File: src/rtl/pc_stack_pkg.sv
// -----------------------------------------------------------------------------
// pc_stack_pkg
// Shared definitions for the program counter with return-address stack:
//   - default address width and stack depth
//   - command encoding, numerically ordered by priority (CMD_CLR highest)
//   - decode_cmd(): collapses the raw command inputs to the single winning cmd
// -----------------------------------------------------------------------------
package pc_stack_pkg;

  localparam int DEF_ADDR_WIDTH  = 8;
  localparam int DEF_STACK_DEPTH = 8;

  typedef enum logic [2:0] {
    CMD_NONE = 3'd0,
    CMD_INC  = 3'd1,
    CMD_LOAD = 3'd2,
    CMD_CALL = 3'd3,
    CMD_RET  = 3'd4,
    CMD_CLR  = 3'd5
  } cmd_e;

  // Only the highest-priority asserted command survives; lower ones are dropped
  // silently (a call alongside a ret is not an error).
  function automatic cmd_e decode_cmd(input logic clr,
                                      input logic ret,
                                      input logic call,
                                      input logic load,
                                      input logic inc);
    if (clr)       return CMD_CLR;
    else if (ret)  return CMD_RET;
    else if (call) return CMD_CALL;
    else if (load) return CMD_LOAD;
    else if (inc)  return CMD_INC;
    else           return CMD_NONE;
  endfunction

endpackage : pc_stack_pkg

File: src/rtl/pc_stack_lifo.sv
// -----------------------------------------------------------------------------
// addr_lifo
// Register-based LIFO of return addresses.
//   clk        in  clock, rising edge
//   a_reset_n  in  asynchronous active-low reset (level only; entries untouched)
//   i_clr      in  synchronous clear of the level (entries untouched)
//   i_push     in  push i_push_data (ignored when full)
//   i_pop      in  discard top entry (ignored when empty)
//   i_push_data in DATA_WIDTH value to push
//   o_top      out entry at the top (meaningless when level == 0)
//   o_level    out number of occupied entries, 0..DEPTH
// Priority inside the LIFO: clr > pop > push.
// -----------------------------------------------------------------------------
module addr_lifo #(
  parameter int DATA_WIDTH = 8,
  parameter int DEPTH      = 8
) (
  input  logic                      clk,
  input  logic                      a_reset_n,
  input  logic                      i_clr,
  input  logic                      i_push,
  input  logic                      i_pop,
  input  logic [DATA_WIDTH-1:0]     i_push_data,
  output logic [DATA_WIDTH-1:0]     o_top,
  output logic [$clog2(DEPTH):0]    o_level
);

  localparam int PTR_W = $clog2(DEPTH);
  localparam int LVL_W = PTR_W + 1;

  logic [DATA_WIDTH-1:0] r_mem [DEPTH];
  logic [LVL_W-1:0]      r_level;
  logic                  w_full;
  logic                  w_empty;
  logic                  w_do_push;
  logic                  w_do_pop;
  logic [PTR_W-1:0]      w_top_idx;

  assign w_full    = (r_level == LVL_W'(DEPTH));
  assign w_empty   = (r_level == '0);
  assign w_do_pop  = !i_clr && i_pop && !w_empty;
  assign w_do_push = !i_clr && !i_pop && i_push && !w_full;

  // Wraps to DEPTH-1 when empty; that read is never used by the counter logic.
  assign w_top_idx = PTR_W'(r_level - LVL_W'(1));
  assign o_top     = r_mem[w_top_idx];
  assign o_level   = r_level;

  // NOTE: state registers use non-blocking (<=) so every flop samples the
  // pre-edge values of its inputs, independent of statement order.
  always_ff @(posedge clk or negedge a_reset_n) begin
    if (!a_reset_n) begin
      r_level <= '0;
    end else if (i_clr) begin
      r_level <= '0;
    end else if (w_do_pop) begin
      r_level <= r_level - LVL_W'(1);
    end else if (w_do_push) begin
      r_level <= r_level + LVL_W'(1);
    end
  end

  // NOTE: the entry array has no reset; an entry is only read after a push
  // has written it, so reset would cost flops for no visible effect.
  always_ff @(posedge clk) begin
    if (w_do_push) begin
      r_mem[r_level[PTR_W-1:0]] <= i_push_data;
    end
  end

endmodule : addr_lifo

File: src/rtl/pc_stack.sv
// -----------------------------------------------------------------------------
// pc_stack
// Program counter with a hardware return-address stack. With call and ret tied
// low it behaves exactly like the plain program counter it replaces.
//   clk           in  clock, rising edge
//   a_reset_n     in  asynchronous active-low reset (pre-synchronised outside)
//   reset         in  synchronous clear of counter, stack and error flags
//   load          in  jump: counter <= load_data
//   load_data     in  jump / call target
//   increment     in  counter <= counter + 1 (saturates, sets out_of_range)
//   call          in  push counter+1, counter <= load_data
//   ret           in  pop top entry into counter
//   counter       out current program address
//   out_of_range  out sticky: increment attempted at the maximum address
//   stack_level   out occupied stack entries
//   stack_full    out stack_level == STACK_DEPTH
//   stack_empty   out stack_level == 0
//   overflow_err  out sticky: call on full stack
//   underflow_err out sticky: ret on empty stack
// Priority: reset > ret > call > load > increment.
// -----------------------------------------------------------------------------
module pc_stack
  import pc_stack_pkg::*;
#(
  parameter int ADDR_WIDTH  = DEF_ADDR_WIDTH,
  parameter int STACK_DEPTH = DEF_STACK_DEPTH
) (
  input  logic                          clk,
  input  logic                          a_reset_n,
  input  logic                          reset,
  input  logic                          load,
  input  logic [ADDR_WIDTH-1:0]         load_data,
  input  logic                          increment,
  input  logic                          call,
  input  logic                          ret,
  output logic [ADDR_WIDTH-1:0]         counter,
  output logic                          out_of_range,
  output logic [$clog2(STACK_DEPTH):0]  stack_level,
  output logic                          stack_full,
  output logic                          stack_empty,
  output logic                          overflow_err,
  output logic                          underflow_err
);

  localparam int LVL_W = $clog2(STACK_DEPTH) + 1;

  logic [ADDR_WIDTH-1:0] r_counter;
  logic                  r_oor;
  logic                  r_ovf;
  logic                  r_unf;

  cmd_e                  w_cmd;
  logic [ADDR_WIDTH-1:0] w_counter_nxt;
  logic                  w_oor_nxt;
  logic                  w_ovf_nxt;
  logic                  w_unf_nxt;
  logic                  w_push;
  logic                  w_pop;
  logic                  w_clr;
  logic [ADDR_WIDTH-1:0] w_ret_addr;
  logic [ADDR_WIDTH-1:0] w_top;
  logic [LVL_W-1:0]      w_level;
  logic                  w_full;
  logic                  w_empty;

  // Return address wraps modulo 2^ADDR_WIDTH (a call at the last address
  // returns to 0).
  assign w_ret_addr = r_counter + ADDR_WIDTH'(1);

  // Status flags come only from the level register, never from the inputs.
  assign w_full  = (w_level == LVL_W'(STACK_DEPTH));
  assign w_empty = (w_level == '0);

  assign w_cmd = decode_cmd(reset, ret, call, load, increment);

  // NOTE: every signal written here gets a default first, so no path leaves
  // one unassigned and no latch is inferred.
  always_comb begin
    w_counter_nxt = r_counter;
    w_oor_nxt     = r_oor;
    w_ovf_nxt     = r_ovf;
    w_unf_nxt     = r_unf;
    w_push        = 1'b0;
    w_pop         = 1'b0;
    w_clr         = 1'b0;

    unique case (w_cmd)
      CMD_CLR: begin
        w_clr         = 1'b1;
        w_counter_nxt = '0;
        w_oor_nxt     = 1'b0;
        w_ovf_nxt     = 1'b0;
        w_unf_nxt     = 1'b0;
      end
      CMD_RET: begin
        if (w_empty) begin
          w_unf_nxt = 1'b1;
        end else begin
          w_pop         = 1'b1;
          w_counter_nxt = w_top;
        end
      end
      CMD_CALL: begin
        if (w_full) begin
          w_ovf_nxt = 1'b1;
        end else begin
          w_push        = 1'b1;
          w_counter_nxt = load_data;
        end
      end
      CMD_LOAD: begin
        w_counter_nxt = load_data;
      end
      CMD_INC: begin
        if (r_counter == '1) begin
          w_oor_nxt = 1'b1;
        end else begin
          w_counter_nxt = w_ret_addr;
        end
      end
      default: begin
      end
    endcase
  end

  always_ff @(posedge clk or negedge a_reset_n) begin
    if (!a_reset_n) begin
      r_counter <= '0;
      r_oor     <= 1'b0;
      r_ovf     <= 1'b0;
      r_unf     <= 1'b0;
    end else begin
      r_counter <= w_counter_nxt;
      r_oor     <= w_oor_nxt;
      r_ovf     <= w_ovf_nxt;
      r_unf     <= w_unf_nxt;
    end
  end

  addr_lifo #(
    .DATA_WIDTH (ADDR_WIDTH),
    .DEPTH      (STACK_DEPTH)
  ) u_lifo (
    .clk         (clk),
    .a_reset_n   (a_reset_n),
    .i_clr       (w_clr),
    .i_push      (w_push),
    .i_pop       (w_pop),
    .i_push_data (w_ret_addr),
    .o_top       (w_top),
    .o_level     (w_level)
  );

  assign counter       = r_counter;
  assign out_of_range  = r_oor;
  assign stack_level   = w_level;
  assign stack_full    = w_full;
  assign stack_empty   = w_empty;
  assign overflow_err  = r_ovf;
  assign underflow_err = r_unf;

endmodule : pc_stack

File: config.mk
export PLATFORM = sky130hd
export DESIGN_NAME = pc_stack
export DESIGN_NICKNAME = d
export VERILOG_FILES = /design/src/rtl/pc_stack_pkg.sv /design/src/rtl/pc_stack_lifo.sv /design/src/rtl/pc_stack.sv
export SDC_FILE = /design/constraint.sdc
export NUM_CORES = 1
export LEC_CHECK = 0
export BUFFER_PORTS_ARGS = -buffer_cell sky130_fd_sc_hd__clkbuf_2
export CAP_MARGIN = 20
export CORE_ASPECT_RATIO = 2
export CORE_MARGIN = 8
export CORE_UTILIZATION = 31
export CTS_BUF_LIST = sky130_fd_sc_hd__clkbuf_4 sky130_fd_sc_hd__clkbuf_8
export CTS_CLUSTER_SIZE = 12
export DETAILED_ROUTE_END_ITERATION = 10
export HOLD_SLACK_MARGIN = 0.05
export PLACE_DENSITY = 0.45
export SLEW_MARGIN = 20
export SYNTH_ARGS = -nofsm -noshare
export SYNTH_HDL_FRONTEND = slang
export SYNTH_SLANG_ARGS = --single-unit
File: constraint.sdc
create_clock -name clk -period 3.2 [get_ports clk]
set_input_delay 0.16 -clock clk [delete_from_list [all_inputs] [get_ports clk]]
set_output_delay 0.16 -clock clk [all_outputs]
set_load 0.02 [all_outputs]
## After elaboration in Yosys (flattened, before gate mapping)

Memories as Yosys holds them, arrays and structs flattened.
Index checks and enable logic that the tools add are counted.

| cells by class | value |
|---|---|
| add/sub/neg operators | 3 |
| eq/ne operators | 13 |
| muxes and demuxes | 25 |
| reduce and logical (&&, ||, !) cells | 19 |

Operators by type and width:

| operator | number |
|---|---|
| one-hot mux 8 bit (5 select lines) | 1 |
| 2-to-1 mux 8 bit | 3 |
| 2-to-1 mux 4 bit | 3 |
| 2-to-1 mux 1 bit | 11 |
| adder 8 x 1 -> 8 bit, second input constant | 1 |
| == test 8 bit, second input constant | 1 |
| inequality test 2 bit, second input constant | 4 |
| == test 3 x 2 -> 1 bit, second input constant | 2 |
| == test 3 bit, second input constant | 2 |
| 2-to-1 mux 3 bit | 2 |
| one-hot mux 1 bit (2 select lines) | 3 |
| AND reduction 2 bit | 3 |
| nonzero test 2 bit | 3 |
| logical AND 1 bit | 5 |
| nonzero test 5 bit | 1 |
| adder 4 x 1 -> 4 bit, second input constant | 1 |
| == test 4 bit, second input constant | 1 |
| logical NOT 1 bit | 4 |
| logical NOT 4 bit | 1 |
| 2-to-1 mux 2 bit | 2 |
| inequality test 2 x 1 -> 1 bit, second input constant | 2 |
| AND reduction 4 bit | 1 |
| subtractor 4 x 1 -> 4 bit, second input constant | 1 |
| == test 3 x 1 -> 1 bit, second input constant | 1 |
| nonzero test 3 bit | 1 |

| storage, ports and cells | value |
|---|---|
| flip-flop bits (word level) | 15 |
| RAM bits | 64 |
| input bits | 15 |
| output and inout bits | 17 |
| memories kept | 1 |

Memories:

| memory | depth | bits a word | rd ports | clocked after Yosys merged registers in | write ports | line | source |
|---|---|---|---|---|---|---|---|
| u_lifo.r_mem | 8 | 8 | 1 | 0 | 1 | pc_stack_lifo.sv:31 | `logic [DATA_WIDTH-1:0] r_mem [DEPTH];` |

## Depth between registers and ports, before layout

| depth | value |
|---|---|
| depth in word-level cells | 14 |
| mapped depth | 10 |
| gate-level depth less buffers | 7 |

## Cells and area by module

From an unflattened synthesis, not the netlist that was laid out.

| second synthesis, totals | value |
|---|---|
| cells, all modules | 236 |
| area, all modules | 3711.1 µm² |

By module, submodules not included:

| module | instances | cells an instance | area an instance (µm²) | sequential area each (µm²) |
|---|---|---|---|---|
| addr_lifo | 1 | 147 | 2847.7 | 2021.9 |
| pc_stack | 1 | 89 | 863.3 | 275.3 |

## Least setup slack after synthesis

OpenSTA, ideal clock, no wires.

| timing | value |
|---|---|
| path kind | register to register |
| from | reg u_lifo.r_level[0], in the netlist u_lifo.o_level[0] |
| to | mem u_lifo.r_mem[0][0] (enable) |
| data arrival time | 2.327 ns |
| required time | 2.805 ns |
| slack | 0.479 ns |
| cell stages (with the launch flop) | 8 |
| path buffers | 2 |
| clock period less this slack | 2.721 ns |
| cell sequence | dfrtp_1 -> buf_6 -> buf_2 -> inv_1 -> ha_1 -> nand3b_1 -> nand3_1 -> nor4_1 |

| between the ends | value |
|---|---|
| word-level cells in the longest chain between the ends | 9 |
| elaborated cells on any way between the ends | 13 |
| classes of those cells | eq/ne (1); mux (6); reduce/logical (6) |

Ends and longest elaborated chain:

| what | line | source |
|---|---|---|
| start, declared | pc_stack_lifo.sv:32 | `logic [LVL_W-1:0] r_level;` |
| start signal, assigned | pc_stack_lifo.sv:57 | `r_level <= r_level - LVL_W'(1);` |
| start signal, assigned | pc_stack_lifo.sv:59 | `r_level <= r_level + LVL_W'(1);` |
| logical NOT 4 bit | pc_stack.sv:72 | `assign w_empty = (w_level == '0);` |
| 2-to-1 mux 1 bit | pc_stack.sv:96 | `if (w_empty) begin` |
| 2-to-1 mux 1 bit | pc_stack.sv:87 | `unique case (w_cmd)` |
| logical NOT 1 bit | pc_stack_lifo.sv:42 | `assign w_do_push = !i_clr && !i_pop && i_push && !w_full;` |
| logical AND 1 bit (3 in a row) | pc_stack_lifo.sv:42 |  |
| 2-to-1 mux 1 bit | pc_stack_lifo.sv:66 | `if (w_do_push) begin` |
| 2-to-1 mux 1 bit (implied by the code) | pc_stack_lifo.sv:67 | `r_mem[r_level[PTR_W-1:0]] <= i_push_data;` |
| end, declared | pc_stack_lifo.sv:31 |  |

Several ways; a longest one is shown, not always the timed one.

## Worst setup path after layout

| timing | value |
|---|---|
| from | reg u_lifo.r_level[1], in the netlist u_lifo.o_level[1] |
| to | reg r_counter[0], in the netlist counter[0] |

| between the ends | value |
|---|---|
| word-level cells in the longest chain between the ends | 4 |
| elaborated cells on any way between the ends | 9 |
| classes of those cells | add/sub (1); eq/ne (3); mux (2); reduce/logical (2); memory (1) |

Ends and longest elaborated chain:

| what | line | source |
|---|---|---|
| subtractor 4 x 1 -> 4 bit | pc_stack_lifo.sv:45 | `assign w_top_idx = PTR_W'(r_level - LVL_W'(1));` |
| memory (8 x 8 bit) | - |  |
| 2-to-1 mux 8 bit | pc_stack.sv:96 |  |
| one-hot mux 8 bit (5 select lines) | pc_stack.sv:87 |  |
| end signal, assigned | pc_stack.sv:133 | `r_counter <= w_counter_nxt;` |
| end, declared | pc_stack.sv:47 | `logic [ADDR_WIDTH-1:0] r_counter;` |

Several ways; a longest one is shown, not always the timed one. The select of a mux whose other input is x is not followed.
A chain may end at the register's enable or synchronous reset.

==> metrics.txt <==
status=complete, no violations; # IOs=32; DRT iter0 DRCs=between 100 and 150; cell-internal power=2130 µW; Layout Cells excl Fill=between 400 and 500; Via density=approximately 5.2; syn_nets=between 200 and 250; Logic pwr share=~33%; Worst-path clk slew=~0.090 ns; die width=between 90 and 100 µm; crit-path max FO=15; crit path kind=reg2reg; first-pass GRT wire length=13,300 µm; final RePlAce weighted congestion=between 0.7 and 0.8; Final Power=3300 µW; grt ovf=0; critical path launch point type=register; worst stage delay on the critical path=0.72 ns; Syn Inst Count=between 200 and 250; Avg Inst Size Synth=~16 µm²; Hold Violations, Final=0; Post-synth ARST share=19.0%; Synth Register Bits=79; Routed Wire Length=8350 µm; wire per inst=between 20 and 25 µm; # port buffers=31; Post-CTS Hold Fix Bufs=1; r2r endpoint=counter[0]; Reg area=roughly 0.0023 mm²; R2R Setup Slk=0.75 ns; CTS tree=built; crit-path leading delay family=adder cells; clock latency on the worst-skew pair=0.35 ns; Area Growth Syn to Fin=15.6%; top cell type's share of synthesized area=between 50% and 60%; Syn. warnings=0; initial core utilization=a little under a third; CP arrival=2.68 ns; ANT nets after route=0; Placed Area=0.00388 mm²; setup bufs post-CTS=0; Post-synth top cells=edfxtp_1 (64), dfrtp_1 (15), nor2_1 (15); worst r2r src=u_lifo.o_level[1]; diodes inserted=0; crit path time final=between 2 and 2.5 ns; max cap viols=0; fmax=approximately 410 MHz; number of synthesized flops with an enable pin=64; row cnt=55; initial antenna violation count=0; GRT Total Usage=about 12%; worst-path cell chain=inv_1, ha_1, mux4_2, a22oi_1, o211ai_1, mux2_2; Die H=167 µm; Synth area leaders=edfxtp_1 (54%), dfrtp_1 (11%), mux4_2 (6.4%); HP Start=load_data[4]; Tcrit/Tclk final=between 70% and 80%; worst rel slew slack=40.0%; residual DRC count=0; final non-filler cell area=~0.0041 mm²; Synth area leader=edfxtp_1; hpwl dp=approximately 6100 µm; layout cells sized above 1=a little over a quarter; Slowest-stage cell, CP=ha_1; WP data required=3.44 ns; clk buf depth=2; Layout fillers=about 1,000; Clock Power Share=23.0%; P_leak=between 0.001 and 0.0015 µW; largest net degree at the start of global routing=27; skew final=0.0103 ns; RSZ-0062 raised after global routing=false; PostCTS Resize Cnt=0; Bufs and invs on worst path=1; net switching power=approximately 1200 µW; Pins Over Slew Limit=0; DR pass1 iterations=4; endpoints failing setup=0; most common cell in the netlist=edfxtp_1; post-synth cell types=between 40 and 50; dpl cells=400; WHS Path Cells=4; TNS Setup=0 ns; CP endpoint kind=register; overall die area=approximately 0.015 mm²; vias in the first global route=roughly 2,300; sequential power share=a little over two fifths; Worst Hold Class=in2reg; H-tree depth=3; clock sink count=approximately 80; Tightest Pin Transition=a little under 0.9 ns; Clock Tree Root=clkbuf_8; Multi-input gate area=0.00115 mm²; PwrDens=807 mW/mm²; DR vias=approximately 2,200; TritonCTS Buffers=9; final design utilization=36.5%; Peak supply drop=slightly below 300 µV; net count reported at finish=around 290; Core ar.=roughly 0.011 mm²; R2R cell count=6; Net Sw Frac=35.4%; sequential fraction of the synthesis area=between 60% and 70%; cell area after synthesis=about 0.0035 mm²; Hold EP=counter[4]; Top FF cell, synth=edfxtp_1
==> cells by family (layout without fill, tap and decap cells) <==
group | count (synthesis) | count (layout) | synth area share [%]
flops | 79 | 79 | 64.9
simple gates | 62 | 62 | 9.23
compound gates | 41 | 41 | 8.56
mux | 18 | 18 | 11.5
buf+inv | 17 | 64 | 2.79
xor+xnor | 8 | 8 | 1.98
fa+ha+maj | 3 | 3 | 1.06
==> layout by cell type, fill, tap and decap left out, types with 2 or more instances in the layout <==
cell	n
mux4_2	10
edfxtp_1	64
nand2b_1	5
xnor2_1	5
ha_1	3
o311ai_1	2
xor2_1	3
mux2_2	2
nand2_1	14
mux4_1	6
clkinv_4	3
nand3b_1	3
dfrtp_1	15
a31oi_1	2
nor3_1	4
a21oi_1	7
clkbuf_2	31
a222oi_1	2
nor2b_1	2
a22oi_1	9
buf_4	10
a22o_1	4
nand3_1	6
o21ai_0	2
nor2_1	15
a21o_1	3
nand4_1	4
inv_1	6
clkbuf_8	9
==> routing by layer <==
layer	vias to the layer above	wire length (µm)	global-route usage [%]
met2	57	4590	20.6
met3	16	335	2.78
met4	0	230	6.46
met1	1086	3190	12.0
met5	-	0	0
li1	998	-	-
==> power by group through the flow <==
stage | registers (µW) | logic (µW) | clock network (µW)
floorplan | 1500 | 747 | 0
finish | 1450 | 1090 | 759
global route | 1470 | 1210 | 822
detailed placement | 1470 | 1110 | 0
CTS | 1450 | 1110 | 794
global placement | 1470 | 1100 | 0
==> tightest hold or removal path: stages <==
cell and delay (ns):
clkbuf_2 0.08, a22oi_1 0.06, nand2_1 0.06, a22o_1 0.11
==> registers in the layout, summed over array words and instances (netlist names) <==
| name | flops |
|---|---|
| u_lifo.o_level | 4 |
| out_of_range | 1 |
| u_lifo.r_mem | 64 |
| overflow_err | 1 |
| underflow_err | 1 |
| counter | 8 |
==> worst max-delay path by stage <==
stage | startpoint | endpoint | slack (ns) | cells past startpoint
3_5_place_dp | u_lifo.o_level[1] | counter[0] | 0.74 | 6
6_report | u_lifo.o_level[1] | counter[0] | 0.75 | 6
4_1_cts | u_lifo.o_level[1] | counter[0] | 0.71 | 6
5_1_grt | u_lifo.o_level[1] | counter[2] | 0.57 | 6
2_1_floorplan | u_lifo.o_level[0] | u_lifo.r_mem[0][0] | 0.48 | 7
3_3_place_gp | u_lifo.o_level[1] | counter[6] | 0.75 | 6
==> metrics by stage <==
step	setup slack (ns)	hold slack, ns
finish	0.754	0.144
global route	0.566	0.147
CTS	0.713	0.113
detailed placement	0.741	0.120
global placement	0.752	0.117
floorplan	0.479	-0.136
==> layout make-up <==
type	instances	share of cell area, %
repair buffers	42	5.87
inverters	6	0.550
clock inverters	7	1.99
flip-flops and latches	79	56.1
well taps	142	4.34
clock buffers	9	3.03
multi-input cells	132	28.1
Power figures use the tool's default switching activity.
